### src/rtl/pong_ctrl.sv
// Game-control FSM for the 18-LED Pong datapath: serve, rally hit/miss decisions,
// shift/timer strobes and packed-BCD scoring for both players.
module pong_ctrl #(
    parameter int unsigned BALL_W      = 18,
    parameter int unsigned SYNC_STAGES = 2
) (
    input  logic              CLK,
    input  logic              CLRN,
    input  logic              BTN1,
    input  logic              BTN0,
    input  logic              TC,
    input  logic [BALL_W-1:0] BALL,
    input  logic              DIR_RAND,
    input  logic              GAMEOVER,
    output logic              LOAD,
    output logic              SHL,
    output logic              SHR,
    output logic              SET,
    output logic              MAX,
    output logic [7:0]        SCORE1,
    output logic [7:0]        SCORE0,
    output logic [2:0]        STATE
);

    localparam int unsigned SCORE_W = 8;

    typedef enum logic [2:0] {
        SERVE_WAIT = 3'd0,
        RALLY      = 3'd1,
        POINT      = 3'd2,
        OVER       = 3'd3
    } state_t;

    state_t               state, state_n;
    logic                 dir, dir_n;          // 1 = moving left, toward player 1
    logic                 pt_cnt, pt_cnt_n;
    logic [SCORE_W-1:0]   score1_n, score0_n;
    logic                 load_n, shl_n, shr_n, set_n, max_n;

    logic [SYNC_STAGES-1:0] sync1, sync0;
    logic                   prev1, prev0;
    logic                   lvl1, lvl0, press1, press0;
    logic                   ball_live, at_left, at_right, hit, at_end;

    // Packed-BCD increment, saturating at 99
    function automatic logic [SCORE_W-1:0] bcd_inc(input logic [SCORE_W-1:0] v);
        if (v == 8'h99)
            return v;
        if (v[3:0] == 4'd9)
            return {v[7:4] + 4'd1, 4'd0};
        return {v[7:4], v[3:0] + 4'd1};
    endfunction

    assign lvl1   = sync1[SYNC_STAGES-1];
    assign lvl0   = sync0[SYNC_STAGES-1];
    assign press1 = lvl1 & ~prev1;
    assign press0 = lvl0 & ~prev0;

    assign ball_live = |BALL;
    assign at_left   = ball_live & BALL[BALL_W-1];
    assign at_right  = ball_live & BALL[0];
    assign hit       = (dir & at_left & press1) | (~dir & at_right & press0);
    assign at_end    = dir ? at_left : at_right;

    assign STATE = state;

    // State, score, strobe and button-synchronizer registers
    always_ff @(posedge CLK or negedge CLRN) begin
        if (!CLRN) begin
            state  <= SERVE_WAIT;
            dir    <= 1'b0;
            pt_cnt <= 1'b0;
            SCORE1 <= '0;
            SCORE0 <= '0;
            LOAD   <= 1'b0;
            SHL    <= 1'b0;
            SHR    <= 1'b0;
            SET    <= 1'b0;
            MAX    <= 1'b0;
            sync1  <= '0;
            sync0  <= '0;
            prev1  <= 1'b0;
            prev0  <= 1'b0;
        end else begin
            state  <= state_n;
            dir    <= dir_n;
            pt_cnt <= pt_cnt_n;
            SCORE1 <= score1_n;
            SCORE0 <= score0_n;
            LOAD   <= load_n;
            SHL    <= shl_n;
            SHR    <= shr_n;
            SET    <= set_n;
            MAX    <= max_n;
            sync1  <= {sync1[SYNC_STAGES-2:0], BTN1};
            sync0  <= {sync0[SYNC_STAGES-2:0], BTN0};
            prev1  <= lvl1;
            prev0  <= lvl0;
        end
    end

    // Next-state and strobe decisions
    always_comb begin
        state_n  = state;
        dir_n    = dir;
        pt_cnt_n = pt_cnt;
        score1_n = SCORE1;
        score0_n = SCORE0;
        load_n   = 1'b0;
        shl_n    = 1'b0;
        shr_n    = 1'b0;
        set_n    = 1'b0;
        max_n    = 1'b0;

        case (state)
            SERVE_WAIT: begin
                if (press1 || press0) begin
                    load_n  = 1'b1;
                    max_n   = 1'b1;
                    dir_n   = DIR_RAND;
                    state_n = RALLY;
                end
            end
            RALLY: begin
                if (hit) begin
                    dir_n = ~dir;
                    set_n = 1'b1;
                end
                if (TC) begin
                    // A same-cycle hit shifts in the freshly toggled direction
                    if (dir_n)
                        shl_n = 1'b1;
                    else
                        shr_n = 1'b1;
                    if (!hit && at_end) begin
                        if (dir)
                            score0_n = bcd_inc(SCORE0);
                        else
                            score1_n = bcd_inc(SCORE1);
                        pt_cnt_n = 1'b0;
                        state_n  = POINT;
                    end
                end
            end
            POINT: begin
                // Second cycle lets the win detector see the updated score
                pt_cnt_n = 1'b1;
                if (pt_cnt) begin
                    pt_cnt_n = 1'b0;
                    state_n  = GAMEOVER ? OVER : SERVE_WAIT;
                end
            end
            OVER: begin
                if (lvl1 && lvl0) begin
                    score1_n = '0;
                    score0_n = '0;
                    max_n    = 1'b1;
                    state_n  = SERVE_WAIT;
                end
            end
            default: state_n = SERVE_WAIT;
        endcase
    end

endmodule

### config.mk
export PLATFORM = sky130hd
export DESIGN_NAME = pong_ctrl
export DESIGN_NICKNAME = d
export VERILOG_FILES = /design/src/rtl/pong_ctrl.sv
export SDC_FILE = /design/constraint.sdc
export NUM_CORES = 1
export LEC_CHECK = 0
export CELL_PAD_IN_SITES_DETAIL_PLACEMENT = 1
export CELL_PAD_IN_SITES_GLOBAL_PLACEMENT = 2
export CORE_MARGIN = 5
export CORE_UTILIZATION = 32
export DETAILED_ROUTE_END_ITERATION = 10
export HOLD_SLACK_MARGIN = 0.02
export PLACE_DENSITY = 0.93
export SETUP_SLACK_MARGIN = 0.5
export SLEW_MARGIN = 40
export SYNTH_ARGS = -nofsm -noshare
export SYNTH_HDL_FRONTEND = slang
export SYNTH_SLANG_ARGS = --single-unit
### constraint.sdc
create_clock -name CLK -period 4.5 [get_ports CLK]
set_input_delay 0.675 -clock CLK [delete_from_list [all_inputs] [get_ports CLK]]
set_output_delay 0.675 -clock CLK [all_outputs]
set_load 0.1 [all_outputs]
==> impl_metrics.env <==
export IMPL_wirelength_um=4390
export IMPL_cts_setup_buffers=0
export IMPL_die_area_um2=7370
export IMPL_ys_top_cells_by_count="31 x dfrtp_1, 16 x nor2_1, 13 x ha_1"
export IMPL_critPathArrivalTime_ns=2.80
export IMPL_max_stage_delay_ns=0.63
export IMPL_final_antenna_net_count=0
export IMPL_gr_max_usage_layer="met2"
export IMPL_synth_top_cell_by_area="dfrtp_1"
export IMPL_crit_fanout=11
export IMPL_slowest_stage="o41a_1"
export IMPL_cts_root_buf="clkbuf_8"
export IMPL_post_drt_wl_per_cell_um=15.7
export IMPL_clockBufferDepth=2
export IMPL_clock_skew_ns=0.00410
export IMPL_drtIter0Drc=57
export IMPL_synth_async_reset_ratio=1.00
export IMPL_grt_util_met1=0.157
export IMPL_port_buffers=31
export IMPL_ir_drop_v=0.000424
export IMPL_cts_htree_levels=2
export IMPL_grt_met3_usage=0.0375
export IMPL_die_w_um=85.9
export IMPL_track_usage=0.127
export IMPL_setup_viol=0
export IMPL_finalCritPeriodShare=0.584
export IMPL_hold_buffers=0
export IMPL_rsz0062_at_grt="false"
export IMPL_outcome="finished, final reports clean"
export IMPL_path_cells="clkdlybuf4s50_1, and4b_4, o41a_1, or3_1, mux2_4"
export IMPL_cp_num_buf_inv=1
export IMPL_ys_warnings_count=0
export IMPL_grt_max_degree=32
export IMPL_core_um2=5540
export IMPL_grt_pass1_vias=1567
export IMPL_worstPathRequired_ns=4.67
export IMPL_cts_tree="done"
export IMPL_ys_flop_type="dfrtp_1"
export IMPL_synth_area_top_cells="dfrtp_1 42%, ha_1 8.8%, nor2_1 3.3%, inv_1 2.4%, mux2i_1 2.2%"
export IMPL_drt_vias_per_instance=5.18
export IMPL_ys_ff_latch=31
export IMPL_synth_most_common_cell="dfrtp_1"
export IMPL_clk_pin_slew_ns=0.07
export IMPL_syn_cell_area_um2=1840
export IMPL_hold_path_class="reg2reg"
export IMPL_clkPwrFrac=0.126
export IMPL_dr_pass1_iters=4
export IMPL_antenna_cells=0
export IMPL_end_kind="flop"
export IMPL_p_comb_frac=0.611
export IMPL_p_sw_mw=0.960
export IMPL_syn_inst=173
export IMPL_placementRows=27
export IMPL_synth_cell_types=54
export IMPL_synth_fp_nets=211
export IMPL_nets=244
export IMPL_ys_seq_area_frac=0.421
export IMPL_p_int_mw=0.730
export IMPL_area_growth_pct=18.0
export IMPL_hpwl_um=3180
export IMPL_grt_ovfl_total=0
export IMPL_cap_violations=0
export IMPL_fin_crit_ns=2.63
export IMPL_fin_tns_setup_ns=0
export IMPL_synth_edf_count=0
export IMPL_critical_path_top_delay_family="simple AND/OR/NAND/NOR gates"
export IMPL_fillers=660
export IMPL_syn_avg_cell_area_um2=10.6
export IMPL_vias=1445
export IMPL_start_util=0.332
export IMPL_pre_cts_slack_ns=1.58
export IMPL_cts_resized=0
export IMPL_power_density_nw_per_um2=778
export IMPL_path_class="in2reg"
export IMPL_numCtsBuffers=5
export IMPL_grt_util_met2=0.214
export IMPL_ios=49
export IMPL_cts_sinks=31
export IMPL_clock_fmax_mhz=381
export IMPL_antenna_found_initial=0
export IMPL_drive_gt1_frac=0.188
export IMPL_gp_congestion=0.758
export IMPL_p_leak_nw=0.987
export IMPL_grt_pass1_wl_um=7490
export IMPL_die_y_um=85.9
export IMPL_hold_viol=0
export IMPL_relSlewSlack=0.571
export IMPL_p_sw_frac=0.568
export IMPL_r2r_slack_ns=1.94
export IMPL_seqPwrFrac=0.263
export IMPL_drv_slew=0
export IMPL_netlist_area_leader_share=0.421
export IMPL_worst_pin_slew_ns=0.640
export IMPL_setup_ws_ns=1.87
export IMPL_setup_worst_path_start_class="input port"
export IMPL_clock_latency_ns=0.28
export IMPL_remaining_drc_errors=0
[layout by cell type, fill, tap and decap left out, types with 2 or more instances in the layout]
cell and count:
dfrtp_1 31, buf_2 23, nor2_1 16, ha_1 13, inv_1 12, nor3_1 8, clkdlybuf4s50_1 8, nand3_1 7
a21oi_1 5, nand2_1 5, clkbuf_8 5, nand2b_1 4, o21ai_0 4, mux2i_1 4, a221o_1 3, o31ai_1 3
mux2_1 3, a22o_1 3, o211ai_1 3, a31oi_1 2, and3_1 2, nor2b_1 2, and3b_1 2, nor3b_1 2
o41ai_1 2, a41oi_1 2, nor4b_1 2, o21ai_1 2, clkbuf_1 2
[power by group through the flow]
| stage | Clock [mW] | Combinational (mW) | Sequential [mW] |
|---|---|---|---|
| after global routing | 0.231 | 1.11 | 0.462 |
| after detailed placement | 0 | 1.04 | 0.451 |
| final | 0.213 | 1.03 | 0.445 |
| after floorplan | 0 | 0.474 | 0.831 |
| after CTS | 0.220 | 1.04 | 0.446 |
| after global placement | 0 | 1.07 | 0.449 |
[path summary, 6_finish.rpt]
| path | end | cells past startpoint | startpoint |
|---|---|---|---|
| max | STATE[0] | 5 | BALL[17] |
| min | sync0[1] | 0 | sync0[0] |
| max reg2reg | SCORE1[7] | 5 | STATE[1] |
| min reg2reg | sync0[1] | 0 | sync0[0] |
| max in group asynchronous | sync1[0] | 2 | CLRN |
| min in group asynchronous | SET | 2 | CLRN |
[state kept, by name, summed over array words and instances (netlist names)]
| name | count |
|---|---|
| LOAD | 1 |
| SCORE0 | 8 |
| SET | 1 |
| STATE | 2 |
| prev1 | 1 |
| dir | 1 |
| SCORE1 | 8 |
| pt_cnt | 1 |
| SHL | 1 |
| sync1 | 2 |
| sync0 | 2 |
| MAX | 1 |
| SHR | 1 |
| prev0 | 1 |
[per-stage QoR]
stage / util / total power [mW] / cell area [um^2] / hold slack (ns) / instances
after floorplan: - / 1.31 / 1840 / 0.331 / 173
after global placement: 0.398 / 1.52 / 2210 / 0.335 / 271
after detailed placement: 0.378 / 1.49 / 2090 / 0.340 / 271
after CTS: 0.392 / 1.71 / 2170 / 0.364 / 279
after global routing: 0.392 / 1.80 / 2170 / 0.371 / 279
final: 0.392 / 1.69 / 2170 / 0.357 / 279
[cell type report]
class | instances | area (um^2) | area share
tap | 72 | 90.1 | 0.0415
inverter | 12 | 45.0 | 0.0207
timing repair buffer | 32 | 203 | 0.0933
clock buffer | 7 | 76.3 | 0.0351
sequential | 31 | 776 | 0.357
clock inverter | 1 | 5.00 | 0.00230
multi-input combinational | 124 | 978 | 0.450
[per-layer routing]
layer / share of wire / up-vias / wire length [um]
met5: 0 / - / 0
met4: 0.011 / 0 / 49
met3: 0.044 / 5 / 193
met2: 0.49 / 23 / 2170
met1: 0.45 / 712 / 1970
li1: - / 705 / -
[cell families (layout without fill, tap and decap cells)]
logic type,count (synthesis),count (layout),synth area share
DFF,31,31,0.421
buffers and inverters,18,52,0.0476
AOI/OAI and AO/OA,41,41,0.180
other,1,1,0.00204
adders and majority gates,13,13,0.0883
and+or+nand+nor,61,61,0.213
muxes,8,8,0.0482
Note: power is estimated with default switching activity, not from simulation.
